$ cat src/rtl/accum_pkg.sv
// Shared definitions for the accumulate stage.
//   state_e            : ACC (collecting beats) / HOLD (result pending)
//   DATA_W             : data path width
//   DEFAULT_N_SAMPLES  : default number of beats summed per result
//   CNT_W              : beat counter width (covers N_SAMPLES up to 15)
package accum_pkg;

  localparam int unsigned DATA_W            = 8;
  localparam int unsigned DEFAULT_N_SAMPLES = 4;
  localparam int unsigned CNT_W             = 4;

  typedef enum logic [0:0] {
    ACC  = 1'b0,
    HOLD = 1'b1
  } state_e;

endpackage

$ cat src/rtl/full_adder_8.sv
// 8-bit ripple-carry adder with carry-in tied to zero.
//   a, b : operands
//   s    : sum modulo 256
//   cout : carry out of bit 7
module full_adder_8 (
  input  logic [7:0] a,
  input  logic [7:0] b,
  output logic [7:0] s,
  output logic       cout
);

  logic [8:0] c;

  always_comb begin
    c    = '0;
    s    = '0;
    c[0] = 1'b0;
    for (int i = 0; i < 8; i++) begin
      s[i]     = a[i] ^ b[i] ^ c[i];
      c[i + 1] = (a[i] & b[i]) | (c[i] & (a[i] ^ b[i]));
    end
  end

  assign cout = c[8];

endmodule

$ cat src/rtl/accum_stage_8.sv
// Accumulates N_SAMPLES unsigned 8-bit beats into a modulo-256 sum with a
// sticky carry flag, then holds the result until downstream consumes it.
//   clk, rst_n           : clock, synchronous active-low reset
//   in_valid / in_ready  : upstream handshake, in_data is the operand
//   out_valid / out_ready: downstream handshake
//   out_sum, out_ovf     : accumulated sum and "any carry in batch" flag
module accum_stage_8
  import accum_pkg::*;
#(
  parameter int unsigned N_SAMPLES = DEFAULT_N_SAMPLES
) (
  input  logic              clk,
  input  logic              rst_n,
  input  logic              in_valid,
  output logic              in_ready,
  input  logic [DATA_W-1:0] in_data,
  output logic              out_valid,
  input  logic              out_ready,
  output logic [DATA_W-1:0] out_sum,
  output logic              out_ovf
);

  localparam logic [CNT_W-1:0] LastCnt = CNT_W'(N_SAMPLES - 1);

  state_e            state_q, state_d;
  logic [DATA_W-1:0] acc_q, acc_d;
  logic [CNT_W-1:0]  cnt_q, cnt_d;
  logic              ovf_q, ovf_d;

  logic [DATA_W-1:0] add_s;
  logic              add_cout;

  full_adder_8 u_adder (
    .a    (acc_q),
    .b    (in_data),
    .s    (add_s),
    .cout (add_cout)
  );

  always_comb begin
    state_d = state_q;
    acc_d   = acc_q;
    cnt_d   = cnt_q;
    ovf_d   = ovf_q;
    unique case (state_q)
      ACC: begin
        if (in_valid) begin
          acc_d = add_s;
          ovf_d = ovf_q | add_cout;
          cnt_d = cnt_q + CNT_W'(1);
          if (cnt_q == LastCnt) begin
            state_d = HOLD;
          end
        end
      end
      HOLD: begin
        if (out_ready) begin
          acc_d   = '0;
          cnt_d   = '0;
          ovf_d   = 1'b0;
          state_d = ACC;
        end
      end
      default: state_d = ACC;
    endcase
  end

  always_ff @(posedge clk) begin
    if (!rst_n) begin
      state_q <= ACC;
      acc_q   <= '0;
      cnt_q   <= '0;
      ovf_q   <= 1'b0;
    end else begin
      state_q <= state_d;
      acc_q   <= acc_d;
      cnt_q   <= cnt_d;
      ovf_q   <= ovf_d;
    end
  end

  // Ready is forced low while reset is held so nothing looks accepted during reset.
  assign in_ready  = rst_n && (state_q == ACC);
  assign out_valid = (state_q == HOLD);
  assign out_sum   = acc_q;
  assign out_ovf   = ovf_q;

endmodule

$ cat config.mk
export PLATFORM = sky130hd
export DESIGN_NAME = accum_stage_8
export DESIGN_NICKNAME = d
export VERILOG_FILES = /design/src/rtl/accum_pkg.sv /design/src/rtl/full_adder_8.sv /design/src/rtl/accum_stage_8.sv
export SDC_FILE = /design/constraint.sdc
export NUM_CORES = 1
export LEC_CHECK = 0
export ABC_AREA = 1
export CORE_MARGIN = 2
export CORE_UTILIZATION = 27
export CTS_CLUSTER_SIZE = 14
export DETAILED_ROUTE_END_ITERATION = 10
export GPL_ROUTABILITY_DRIVEN = 0
export PLACE_DENSITY = 0.54
export SLEW_MARGIN = 30
export SYNTH_ARGS = -nofsm -noshare
export SYNTH_HDL_FRONTEND = slang
export SYNTH_SLANG_ARGS = --single-unit
$ cat constraint.sdc
create_clock -name clk -period 3.68 [get_ports clk]
set_clock_uncertainty 0.15 [all_clocks]
set_input_delay 0.368 -clock clk [delete_from_list [all_inputs] [get_ports clk]]
set_output_delay 0.368 -clock clk [all_outputs]
set_load 0.05 [all_outputs]
* After elaboration in Yosys (flattened, before gate mapping)
Index checks and enable logic that the tools add are counted.
Cells by class: bitwise operators 39, add/sub/neg operators 1, equality and inequality tests 3, reductions and logical operators 2, mux-type cells 13
Operators with widths (count):
- $mux 8 | 2
- $pmux 8 s2 | 1
- $and 1x1->1 | 15
- $xor 1x1->1 | 15
- $mux 4 | 2
- $or 1x1->1 | 8
- $pmux 4 s2 | 1
- $mux 1 | 5
- $add 4x1->4 const B | 1
- $eq 4x2->1 const B | 1
- $ne 2x2->1 const B | 2
- $pmux 1 s2 | 2
- $reduce_and 2->1 | 1
- $logic_and 1x1->1 | 1
- $not 1->1 | 1
Storage, ports and cells: bits in registers 14, input port bits 12, output and inout bits 11

* Longest topological paths before layout
Gate-level depths: netlist of run 1.
word-level depth 18, gate-level depth with buffers 14, gate-level depth less buffers 14

* By module
Synthesis of run 1 repeated with hierarchy kept, for this count alone.
Second synthesis, totals: cell total of the unflattened synthesis 93, area total of the unflattened synthesis 754.5 µm²
Modules (own cells, without submodules):
- accum_stage_8 | area each 564.3 µm², cells each 75, instances 1, sequential area each 280.3 µm²
- full_adder_8 | area each 190.2 µm², cells each 18, instances 1, sequential area each 0.0 µm²

* Worst setup path before layout of run 1
No wires, ideal clock.
path type register to register, from register acc_q[0], in the netlist out_sum[0], to register acc_q[7], in the netlist out_sum[7], data arrival time 3338 ps, data required time 3460 ps, cell stages (with the launch flop) 15, path slack 123 ps, cell sequence dfxtp_1 > ha_1 > fa_1 > inv_1 > fa_1 > inv_1 > fa_1 > inv_1 > fa_1 > inv_1 > fa_1 > fa_1 > fa_1 > nand2_1 > a21oi_1
On the way: longest elaborated chain between the ends 16
RTL lines:
- start: declaration | RTL line accum_stage_8.sv:26 | logic [DATA_W-1:0] acc_q, acc_d;
- start signal: assignment | RTL line accum_stage_8.sv:71 | acc_q <= '0;
- start signal: assignment | RTL line accum_stage_8.sv:76 | acc_q <= acc_d;
- $and 1x1->1 (2 in series) | RTL line full_adder_8.sv:20 | c[i + 1] = (a[i] & b[i]) | (c[i] & (a[i] ^ b[i]));
- $or 1x1->1 | RTL line full_adder_8.sv:20
- $and 1x1->1 | RTL line full_adder_8.sv:20
- $or 1x1->1 | RTL line full_adder_8.sv:20
- $and 1x1->1 | RTL line full_adder_8.sv:20
- $or 1x1->1 | RTL line full_adder_8.sv:20
- $and 1x1->1 | RTL line full_adder_8.sv:20
- $or 1x1->1 | RTL line full_adder_8.sv:20
- $and 1x1->1 | RTL line full_adder_8.sv:20
- $or 1x1->1 | RTL line full_adder_8.sv:20
- $and 1x1->1 | RTL line full_adder_8.sv:20
- $or 1x1->1 | RTL line full_adder_8.sv:20
- $xor 1x1->1 | RTL line full_adder_8.sv:19 | s[i] = a[i] ^ b[i] ^ c[i];
- $mux 8 | RTL line accum_stage_8.sv:47 | if (in_valid) begin
- $pmux 8 s2 | RTL line accum_stage_8.sv:45 | unique case (state_q)
No other way between the ends. The select of a mux whose other input is x is not followed. A chain may end at the register's enable or synchronous reset.

* Final worst setup path of run 1
from input port in_data[0], to register acc_q[7], in the netlist out_sum[7]
On the way: longest elaborated chain between the ends 16
RTL lines:
- start: declaration | RTL line accum_stage_8.sv:16 | input logic [DATA_W-1:0] in_data,
- $and 1x1->1 (2 in series) | RTL line full_adder_8.sv:20
- $or 1x1->1 | RTL line full_adder_8.sv:20
- $and 1x1->1 | RTL line full_adder_8.sv:20
- $or 1x1->1 | RTL line full_adder_8.sv:20
- $and 1x1->1 | RTL line full_adder_8.sv:20
- $or 1x1->1 | RTL line full_adder_8.sv:20
- $and 1x1->1 | RTL line full_adder_8.sv:20
- $or 1x1->1 | RTL line full_adder_8.sv:20
- $and 1x1->1 | RTL line full_adder_8.sv:20
- $or 1x1->1 | RTL line full_adder_8.sv:20
- $and 1x1->1 | RTL line full_adder_8.sv:20
- $or 1x1->1 | RTL line full_adder_8.sv:20
- $xor 1x1->1 | RTL line full_adder_8.sv:19
- $mux 8 | RTL line accum_stage_8.sv:47
- $pmux 8 s2 | RTL line accum_stage_8.sv:45
No other way between the ends. The select of a mux whose other input is x is not followed.

==> flow_summary.ini, run 1 <==
[run_status]
status = complete, no violations

[synthesis]
yosysWarnings = 0
seq_area_frac_synth_pct = 36.6
syn_inst = 91
syn_area_per_cell_um2 = 8.41
synth_area_um2 = 766
synth_nets = 112
ys_ff_latch = 14
synth.distinct_cells = 18

[clock_network]
cts-buffers-inserted = 3
clk_latency_ns = 0.27
ctsHoldBuffers = 0
ctsLongestPathBuffers = 2
cts_tree = built
clockRootBuffer = clkbuf_4
htreeDepth = 1
path_clk_slew_ns = 0.08
cts_sinks = 14

[global_routing]
gr-total-overflow = 0
grt.met1_usage_pct = 14.7
grt_pass1_vias = 660
gr-usage-met3_pct = 2.49
grt.total_usage_pct = 11.1
grt_max_degree = 13
grt_pass1_wl_mm = 2.78
antenna_found_initial = 0
busiest_layer = met2
grt.met2_usage_pct = 17.2

[sta]
maxSlewHeadroom_pct = 66.4
hold_ws_ns = 0.334
min_period_over_period_pct = 96.1
finalHoldViolCount = 0
fin_setup_tns_ns = 0
finalSetupViolCount = 0
post-route-min-period_ns = 3.54
worst_pin_slew_ns = 0.502
clock.fmax_mhz = 283
final_max_slew_viol_count = 0
worst_slack_ns = 0.142

[critical_path]
critPathSlowestCell = fa_1
worst_setup_path_start_kind = input pin
r2r-start = out_sum[0]
cpLargestDelayFamily = adder cells
crit_top_cell = fa_1
crit_chain = clkdlybuf4s50_1, ha_2, fa_1, inv_1, fa_1, inv_1, fa_1, inv_1, fa_1, inv_1, fa_2, fa_2, fa_1, nand2_1, a21oi_2
cp.required_ns = 3.74
worst_ep_arrival_time_ns = 3.60
worstSetupPathType = input pin to register
worst_setup_path_end_kind = register
crit_start = in_data[0]
crit_fanout = 1
crit_buf_inv = 5
critical_path.max_stage_delay_ns = 0.49

[finish]
fillers = 265
drive_gt1_share_pct = 16.4
num-nets-final = 138
diodes = 0
final_area_mm2 = 0.00107
fin_util_pct = 39.0
syn_to_final_growth_pct = 39.4
final_cells = 147

[routing]
antenna_left = 0
routedWlPerCell_um = 10.6
via_count = 626
drt_iter0_markers = 17
drc = 0
via_per_inst = 4.26
dr.pass1.iters = 4
wl_mm = 1.56

[power_and_ir_drop]
ir_drop_mv = 0.217
leakage_nw = 0.437
power_density_mw_per_mm2 = 399
power.total_mw = 0.426
pwr-share-clk_pct = 25.7
seqPwrFrac_pct = 41.4
p_comb_share_pct = 32.9
power_switching_mw = 0.145
p_int_mw = 0.281
p_sw_share_pct = 34.0

[floorplanning]
num_rows = 19
core_area_mm2 = 0.00273
initial_utilization_pct = 28.0
die_area_mm2 = 0.00328
die-height_um = 57.3
io_pins = 23
die_w_um = 57.3

[placement]
dp_cells = 143
io_buffers = 22
dp_hpwl_mm = 1.17
place_ws_ns = -0.289
placed_area_mm2 = 0.00102

[run]
drv_cap = 0

[worst_hold_path]
hold_path_class = register to register
hold_start = out_ovf
## synth_stat cells
library cell  instances  area (um^2)
nand2_1              21         78.8
dfxtp_1              14          280
inv_1                13         48.8
a21oi_1               9         45.0
fa_1                  7          140
nor2_1                7         26.3
a21oi_2               4         35.0
nand3_1               3         15.0
ha_1                  2         25.0
nand2_2               2         12.5
or2_1                 2         12.5
buf_2                 1         5.00
inv_2                 1         3.75
inv_6                 1         8.76
nand2_4               1         11.3
nor2_2                1         6.26
o21ai_0               1         5.00
or2_2                 1         6.26
## sequential cells by signal, indices dropped and copies added (netlist names)
register   count
out_sum        8
cnt_q          4
out_ovf        1
out_valid      1
## power groups by stage
stage | Sequential, mW | Combinational (mW) | Clock [mW]
6_report | 0.177 | 0.140 | 0.110
5_1_grt | 0.180 | 0.155 | 0.123
4_1_cts | 0.177 | 0.139 | 0.114
3_5_place_dp | 0.180 | 0.138 | 0
3_3_place_gp | 0.180 | 0.136 | 0
2_1_floorplan | 0.218 | 0.0512 | 0
## layout make-up
class	count	area, um^2	share of cell area (%)
Tap cell	31	38.8	3.63
Multi-Input combinational cell	61	430	40.3
Clock buffer	4	36.3	3.40
Inverter	15	61.3	5.74
Sequential cell	14	280	26.3
Timing Repair Buffer	22	220	20.6
## final timing paths
path | endpoint | slack (ns) | cells after the start
max | out_sum[7] | 0.14 | 15
min reg2reg | out_ovf | 0.33 | 2
max reg2reg | out_sum[7] | 0.32 | 14
min | out_ovf | 0.33 | 2
## worst register-to-register path: cells and delay by family, from the launching register on
kind	cells	cell delay (ns)
AND/OR/NAND/NOR	1	0.06
flip-flops	1	0.33
buffers and inverters	4	0.26
AO/OA/AOI/OAI	1	0.13
adder cells (fa/ha/maj)	8	2.38
## cells in the final DEF (no fill, tap or decap)
master / instances
or2_1: 2
inv_1: 13
nand3_1: 3
nor2_1: 7
inv_6: 1
ha_2: 1
nor2_2: 1
nand2_4: 1
clkdlybuf4s50_1: 22
or2_2: 1
ha_1: 1
inv_2: 1
nand2_2: 2
fa_1: 5
nand2_1: 21
o21ai_0: 1
a21oi_2: 5
clkbuf_4: 3
dfxtp_1: 14
a21oi_1: 8
fa_2: 2
clkbuf_8: 1
## timing repair
action | 4_1_cts | 5_1_grt
setup endpoints to repair | 0 | 2
setup buffers | 0 | 0
gates resized for setup | 0 | 4
endpoints found under the hold margin | 0 | 0
## per-layer routing
layer / part of all wire (%) / vias up
met1: 47 / 282
met2: 47 / 14
met3: 4.0 / 4
li1: - / 326
met5: 0 / -
met4: 1.6 / 0
## logic make-up (layout without fill, tap and decap cells)
family	after synthesis	after routing	synth area share [%]
adders and majority gates	9	9	21.6
and+or+nand+nor	38	38	22.1
DFF	14	14	36.6
buffers and inverters	16	41	8.66
AOI/OAI and AO/OA	14	14	11.1
No activity file was read; power rests on OpenSTA's default activity.
==> inputs of run 2 (changes only) <==
CORE_ASPECT_RATIO = 0.6   (was unset)
==> run 2 against run 1 <==
  * Worst hold slack lost 0.011 ns
  * Via count grew 3.8%
  * First-iteration DRC count grew 88%
  * Register-to-register slack gained 0.06 ns
  * Sequential share of layout area shrank 0.54 points
  * Combinational power is essentially flat
  * Global-route usage grew 0.61 points
  * Worst setup slack gained 0.029 ns
  * Clock-buffer cell count is the same
  * Flip-flop and latch count is the same
  * Critical path type unchanged
  * Non-clock buffer count is the same
  * Critical endpoint unchanged
==> flow_summary.ini, run 2 (synthesis results as in run 1) <==
[floorplanning]
die_w_um = 72.8
die-height_um = 45.3
die_area_mm2 = 0.00329
core_area_mm2 = 0.00259
initial_utilization_pct = 29.5
io_pins = 23
num_rows = 14

[clock_network]
cts-buffers-inserted = 3
cts_tree = built
htreeDepth = 1
path_clk_slew_ns = 0.06
ctsHoldBuffers = 0
clk_latency_ns = 0.25
ctsLongestPathBuffers = 2
cts_sinks = 14
clockRootBuffer = clkbuf_8

[routing]
dr.pass1.iters = 4
via_count = 650
routedWlPerCell_um = 11.5
antenna_left = 0
wl_mm = 1.71
via_per_inst = 4.39
drc = 0
drt_iter0_markers = 32

[global_routing]
gr-total-overflow = 0
grt_max_degree = 13
grt_pass1_wl_mm = 2.80
grt_pass1_vias = 654
antenna_found_initial = 0
grt.total_usage_pct = 11.7

[sta]
post-route-min-period_ns = 3.51
clock.fmax_mhz = 285
hold_ws_ns = 0.323
finalSetupViolCount = 0
rsz0062_at_grt = false
maxSlewHeadroom_pct = 66.7
min_period_over_period_pct = 95.3
final_max_slew_viol_count = 0
worst_pin_slew_ns = 0.498
finalHoldViolCount = 0

[critical_path]
worstSetupPathType = input pin to register
cp.required_ns = 3.71
critical_path.max_stage_delay_ns = 0.48
crit_chain = clkdlybuf4s50_1, ha_2, fa_2, inv_2, fa_1, inv_1, fa_1, inv_1, fa_1, inv_1, fa_2, fa_2, fa_1, nand2_1, a21oi_2
crit_buf_inv = 5
crit_top_cell = fa_1
worst_setup_path_start_kind = input pin
crit_fanout = 1
critPathSlowestCell = fa_1
worst_ep_arrival_time_ns = 3.54
cpLargestDelayFamily = adder cells
worst_setup_path_end_kind = register

[finish]
final_cell_mix = clkdlybuf4s50_1 (22), nand2_1 (21), dfxtp_1 (14)
num-nets-final = 138
diodes = 0
final_area_mm2 = 0.00109
syn_to_final_growth_pct = 42.3
drive_gt1_share_pct = 18.1
final_cells = 148
largest_register_ffs = 8
layout_commonest_cell = clkdlybuf4s50_1

[power_and_ir_drop]
power_density_mw_per_mm2 = 432
pwr-share-clk_pct = 32.4
p_comb_share_pct = 29.8
leakage_nw = 0.444
power_switching_mw = 0.155
p_sw_share_pct = 32.9
ir_drop_mv = 0.205
seqPwrFrac_pct = 37.8
p_int_mw = 0.316

[placement]
dp_cells = 144
dp_hpwl_mm = 1.27
io_buffers = 22
placed_area_mm2 = 0.00102

[run]
drv_cap = 0

[run_status]
status = complete, no violations

[worst_hold_path]
hold_path_class = register to register
run 2: cell count changes in the layout (fill, tap and decap cells not counted):
cell	delta
clkbuf_4	-3
clkbuf_8	+3
fa_1	-1
fa_2	+1
inv_1	-1
inv_2	+1
run 2: cell type report:
| type | count | area [um^2] |
|---|---|---|
| fill | 256 | 1500 |
| inverter | 15 | 61.3 |
| clock buffer | 4 | 55.1 |
| timing repair buffer | 22 | 220 |
| multi-input combinational | 61 | 433 |
| sequential | 14 | 280 |
| tap | 32 | 40.0 |
run 2: metrics by stage:
step | setup slack, ns | util (%) | power, mW | TNS [ns]
floorplan | 0.123 | - | 0.269 | 0
global placement | -0.243 | 39.4 | 0.317 | -0.446
detailed placement | -0.296 | 39.4 | 0.319 | -0.496
CTS | 0.00750 | 41.6 | 0.476 | 0
global route | 0.0108 | 42.0 | 0.500 | 0
finish | 0.172 | 42.0 | 0.471 | 0
run 2: routing by layer:
metal	GRT usage (%)	wire, um
met5	0	0
met4	3.33	8
met3	6.03	163
met2	17.3	696
met1	15.1	838
run 2: worst paths after layout:
check / cells past startpoint / from / to / slack (ns)
worst max-delay path: 15 / in_data[0] / out_sum[7] / 0.17
worst min-delay path: 2 / out_ovf / out_ovf / 0.32
worst max register to register: 14 / out_sum[0] / out_sum[7] / 0.38
worst min register to register: 2 / out_ovf / out_ovf / 0.32
run 2: worst min-delay path, cell delays in order, from the launching register on:
cell	delay, ns
dfxtp_1	0.33
a21oi_1	0.04
nor2_1	0.07
run 2: timing repair:
| item | in CTS | in global routing |
|---|---|---|
| setup endpoints to repair | 1 | 2 |
| endpoints found under the hold margin | 0 | 0 |
| buffers inserted | 0 | 0 |
| cloned | 0 | 0 |
| pin swaps | 0 | 1 |
| gates resized for setup | 1 | 5 |
run 2: power by group through the flow:
stage	Clock, mW	Combinational (mW)	Sequential, mW
after detailed placement	0	0.138	0.181
final	0.152	0.140	0.178
after floorplan	0	0.0512	0.218
after CTS	0.158	0.140	0.178
after global routing	0.164	0.155	0.181
after global placement	0	0.137	0.181
